--- src/rtl/bus_cs_reader_pkg.sv ---
// Shared definitions for the chip-select bus reader: FSM encoding and settle-counter sizing.
package bus_cs_reader_pkg;

  typedef enum logic [1:0] {
    StIdle   = 2'd0,
    StSelect = 2'd1,
    StResp   = 2'd2
  } state_e;

  localparam int unsigned MaxSettle = 15;
  localparam int unsigned CntWidth  = 4;

endpackage

--- src/rtl/bus_settle_counter.sv ---
// Loadable down-counter for the settle window; advances only on enabled edges, stops at zero.
module bus_settle_counter
  import bus_cs_reader_pkg::*;
(
  input  logic                Clock,
  input  logic                Reset_n,
  input  logic                i_load,
  input  logic [CntWidth-1:0] i_load_val,
  input  logic                i_tick,
  output logic                o_zero
);

  logic [CntWidth-1:0] r_count;

  always_ff @(posedge Clock or negedge Reset_n) begin
    if (!Reset_n) begin
      r_count <= '0;
    end else if (i_load) begin
      r_count <= i_load_val;
    end else if (i_tick && (r_count != '0)) begin
      r_count <= r_count - 1'b1;
    end
  end

  assign o_zero = (r_count == '0);

endmodule

--- src/rtl/bus_cs_reader.sv ---
// Read master for the chip-selected tri-state bus: select, settle, sample, respond.
module bus_cs_reader
  import bus_cs_reader_pkg::*;
#(
  parameter int unsigned NrOfBits     = 32,
  parameter int unsigned NrOfSources  = 4,
  parameter int unsigned SelBits      = 2,
  parameter int unsigned SettleCycles = 1
) (
  input  logic                   Clock,
  input  logic                   Reset_n,
  input  logic                   Tick,
  input  logic                   ReqValid,
  output logic                   ReqReady,
  input  logic [SelBits-1:0]     ReqSel,
  output logic [NrOfSources-1:0] cs,
  input  logic [NrOfBits-1:0]    Bus,
  output logic                   RspValid,
  input  logic                   RspReady,
  output logic [NrOfBits-1:0]    RspData,
  output logic [SelBits-1:0]     RspSel,
  output logic                   RspErr
);

  localparam logic [CntWidth-1:0] SettleLoad =
      CntWidth'((SettleCycles > MaxSettle) ? MaxSettle : SettleCycles);

  state_e                 r_state;
  logic [NrOfSources-1:0] r_cs;
  logic                   r_req_ready;
  logic                   r_rsp_valid;
  logic [NrOfBits-1:0]    r_rsp_data;
  logic [SelBits-1:0]     r_rsp_sel;
  logic                   r_rsp_err;

  logic                   w_in_range;
  logic                   w_accept;
  logic                   w_cnt_load;
  logic                   w_cnt_tick;
  logic                   w_cnt_zero;
  logic [NrOfSources-1:0] w_cs_sel;

  assign w_in_range = (32'(ReqSel) < NrOfSources);
  assign w_accept   = (r_state == StIdle) && r_req_ready && ReqValid;
  assign w_cnt_load = w_accept && w_in_range;
  assign w_cnt_tick = (r_state == StSelect) && Tick;

  // One-hot-low decode of the requested source.
  always_comb begin
    w_cs_sel = '1;
    for (int i = 0; i < NrOfSources; i++) begin
      if (32'(ReqSel) == i) w_cs_sel[i] = 1'b0;
    end
  end

  bus_settle_counter u_settle (
    .Clock      (Clock),
    .Reset_n    (Reset_n),
    .i_load     (w_cnt_load),
    .i_load_val (SettleLoad),
    .i_tick     (w_cnt_tick),
    .o_zero     (w_cnt_zero)
  );

  always_ff @(posedge Clock or negedge Reset_n) begin
    if (!Reset_n) begin
      r_state     <= StIdle;
      r_cs        <= '1;
      r_req_ready <= 1'b0;
      r_rsp_valid <= 1'b0;
      r_rsp_data  <= '0;
      r_rsp_sel   <= '0;
      r_rsp_err   <= 1'b0;
    end else begin
      unique case (r_state)
        StIdle: begin
          r_req_ready <= 1'b1;
          if (w_accept) begin
            r_req_ready <= 1'b0;
            r_rsp_sel   <= ReqSel;
            if (w_in_range) begin
              r_cs    <= w_cs_sel;
              r_state <= StSelect;
            end else begin
              // Out-of-range index: answer with an error, never touch the bus.
              r_rsp_err   <= 1'b1;
              r_rsp_data  <= '0;
              r_rsp_valid <= 1'b1;
              r_state     <= StResp;
            end
          end
        end
        StSelect: begin
          if (Tick && w_cnt_zero) begin
            r_rsp_data  <= Bus;
            r_rsp_err   <= 1'b0;
            r_rsp_valid <= 1'b1;
            r_cs        <= '1;
            r_state     <= StResp;
          end
        end
        StResp: begin
          if (RspReady) begin
            r_rsp_valid <= 1'b0;
            r_req_ready <= 1'b1;
            r_state     <= StIdle;
          end
        end
        default: r_state <= StIdle;
      endcase
    end
  end

  assign cs       = r_cs;
  assign ReqReady = r_req_ready;
  assign RspValid = r_rsp_valid;
  assign RspData  = r_rsp_data;
  assign RspSel   = r_rsp_sel;
  assign RspErr   = r_rsp_err;

endmodule
--- config.mk ---
export PLATFORM = sky130hd
export DESIGN_NAME = bus_cs_reader
export DESIGN_NICKNAME = d
export VERILOG_FILES = /design/src/rtl/bus_cs_reader_pkg.sv /design/src/rtl/bus_settle_counter.sv /design/src/rtl/bus_cs_reader.sv
export SDC_FILE = /design/constraint.sdc
export NUM_CORES = 1
export LEC_CHECK = 0
export ABC_AREA = 0
export CAP_MARGIN = 20
export CORE_ASPECT_RATIO = 0.6
export CORE_MARGIN = 5
export CORE_UTILIZATION = 42
export CTS_CLUSTER_SIZE = 20
export DETAILED_ROUTE_END_ITERATION = 6
export GPL_ROUTABILITY_DRIVEN = 0
export PLACE_DENSITY = 0.79
export RECOVER_POWER = 25
export SLEW_MARGIN = 15
export SYNTH_ARGS = -nofsm -noshare
export SYNTH_HDL_FRONTEND = slang
export SYNTH_SLANG_ARGS = --single-unit
--- constraint.sdc ---
create_clock -name Clock -period 2.2 [get_ports Clock]
set_clock_uncertainty 0.1 [all_clocks]
set_input_delay 0.66 -clock Clock [delete_from_list [all_inputs] [get_ports Clock]]
set_output_delay 0.66 -clock Clock [all_outputs]
set_load 0.1 [all_outputs]
==> summary.txt <==
Clocking
  • Clock root buffer: clkbuf_8
  • H-tree levels: 2
  • Num CTS Buffers: 5
  • Hold_buf cts: 0
  • Max Buffers Root-to-Sink: 2
  • Insertion delay to the later sink of the worst-skew pair: 290 ps
  • Cts repair resizes: 0
  • Reg clk slew, reported paths: about 80 ps
  • Clock Sinks: 46
  • Setup Fix Bufs, Post-CTS: 0
  • CTS tree: done

Logic synthesis
  • Synth Instances: ~130
  • Syn Area/Cell: 14.6 um^2
  • Synth cell types: 30
  • Compound-cell area share of the yosys netlist: 0.0495
  • Proportion of synthesized area in mux cells: 0.220
  • Top cell type's share of synthesized area: 0.547
  • XOR/XNOR Fraction of Synth Area: 0
  • Synth top area cells: dfrtp_1, mux2_4, mux2_2
  • Simple-Gate Fraction of Synth Area: 0.0801
  • Ys async rst share: 1.00
  • Seq/Total Area, Yosys: 0.602
  • Area share of fa/ha/maj cells after synthesis: 0.0130
  • Count leader, synth: dfrtp_1
  • Main synth FF type: dfrtp_1
  • Post-Syn Area: 1920 um^2
  • Post-synth net total: 173
  • Synth Warn #: 0
  • Synth top cells by count: dfrtp_1, mux2_2, mux2_4
  • Area leader, netlist: dfrtp_1
  • EDFF count, synth: 0
  • Largest family of logic cells by synthesized area: multiplexers
  • #FFs+latches synth: 46

Timing
  • Hold Fails Final Rpt: 0
  • Final Slew Violations: 0
  • RSZ-0062 raised after global routing: no
  • Fmax: 532 MHz
  • Final setup violation count: 0
  • Fin crit share: 0.854
  • Slack of the critical path: between 300 and 400 ps
  • Worst-margin pin slew: around 1100 ps
  • Post-layout min period: about 1900 ps
  • Slew HR: 0.261
  • TNS Setup: 0 ps

Setup path
  • CP endpoint kind: register
  • Required time of the critical path: around 2300 ps
  • Worst r2r src: u_settle.r_count[0]
  • CP Max Fanout: 38
  • Arr. time, crit path: approximately 2000 ps
  • Setup CP Type: reg -> reg
  • FF-to-FF path depth: 6
  • Crit start category: register
  • Critical path origin: u_settle.r_count[0]

Floorplanning
  • Die Width: between 90 and 100 um
  • Core footprint: 4490 um^2
  • Row count: 19
  • IO Pins: 80
  • Initial core utilization: 0.428
  • Die Area: 6070 um^2
  • Die height: 62.4 um

Placement
  • Dpl ws: 115 ps
  • I/O Buffers: 78
  • Placed wire-length estimate: 3350 um
  • Cell count after placement: 271

Routing
  • Vias per cell: roughly 4.7
  • Detailed Route WL: ~4400 um
  • DRC: 0
  • Post-route ant nets: 0
  • Via count: approximately 1300
  • Initial DRT Pass Iterations: 4
  • Drt wl/cell: 15.7 um
  • Initial drt markers: 50

GRT
  • Total GRT Usage: 0.151
  • Antenna violations before repair: 0
  • GRT met2 Usage: 0.210
  • First-pass GRT wire length: 7240 um
  • Grt peak-use layer: met2
  • GR Util met3: 0.0936
  • Largest net degree at the start of global routing: 47
  • Met1 track demand over resource: 0.198
  • Total gr overflow: 0
  • Vias in the first global route: 1364

Cells and area
  • Post-Layout Cell Count: between 200 and 300
  • Share of layout cells above drive strength 1: 0.417
  • Area of the multi-input gates: 701 um^2
  • Nets: ~260
  • Register area: 1160 um^2
  • Filler cell count: between 200 and 300
  • Antenna diodes: 0
  • Layout area overhead: 69.1%

Flow run
  • Maxcap violations: 0

Hold path
  • Min-delay worst type: reg -> reg
  • Worst Hold Path Cells: 2
  • Hold Crit Start: cs[0]

Outcome
  • Status: complete, no violations
-- state kept, by name, indices dropped and copies added (netlist names) --
| name | flops |
|---|---|
| ReqReady | 1 |
| cs | 4 |
| r_state | 2 |
| RspData | 32 |
| u_settle.r_count | 4 |
| RspSel | 2 |
| RspValid | 1 |
-- cells in the final DEF, fill, tap and decap left out, drive strengths merged --
cell and instances:
buf 44, dfrtp 42, clkdlybuf4s50 37, mux2 32, nand2 7, clkbuf 7, o21ai 6, nor2 5
inv 4, a32oi 4, dfstp 4, a21oi 3, or3 3, ha 2, clkinv 2, nor3b 2
nand3 2, nor2b 1, nand2b 1, nor4bb 1, nand4bb 1, o21a 1, nand3b 1, or4 1
mux2i 1, a21o 1, conb 1
-- stage by stage --
stage               hold slack, ps  area, um^2   util
floorplan                      264        1920      -
global placement               427        3180  0.708
detailed placement             428        3180  0.708
CTS                            238        3260  0.727
global route                   462        3250  0.723
finish                         440        3250  0.723
-- worst paths after layout --
kind / endpoint / slack [ps]
worst max-delay path: RspData[28] / 320
worst min-delay path: cs[0] / 440
worst max register to register: RspData[28] / 320
worst min register to register: cs[0] / 440
max in group asynchronous: r_state[0] / 760
min in group asynchronous: RspData[10] / 550
-- critical path, stage by stage (launching register included) --
cell,delay (ps)
dfrtp_1,410
inv_1,90
ha_1,150
nor3b_4,330
nand3_2,150
buf_12,210
mux2_4,320
-- metal layers --
metal | wire, um | vias up
met5 | 0 | -
met4 | 41 | 0
met2 | 1880 | 65
met3 | 548 | 5
li1 | - | 629
met1 | 1920 | 621
-- logic make-up after synthesis --
logic type | after synthesis
AND/OR/NAND/NOR | 25
other | 1
adder cells (fa/ha/maj) | 2
AO/OA/AOI/OAI | 15
flip-flops | 46
buffers and inverters | 10
multiplexers | 33
-- layout make-up --
class | instances | share of cell area
Timing Repair Buffer | 82 | 0.374
Sequential cell | 46 | 0.356
Multi-Input combinational cell | 76 | 0.216
Tap cell | 63 | 0.0243
Clock buffer | 6 | 0.0223
Inverter | 4 | 0.00462
Clock inverter | 2 | 0.00308
Power is left out: the tool's default activity adds up to more than one toggle a clock period on the data nets, which glitch-free logic cannot reach.
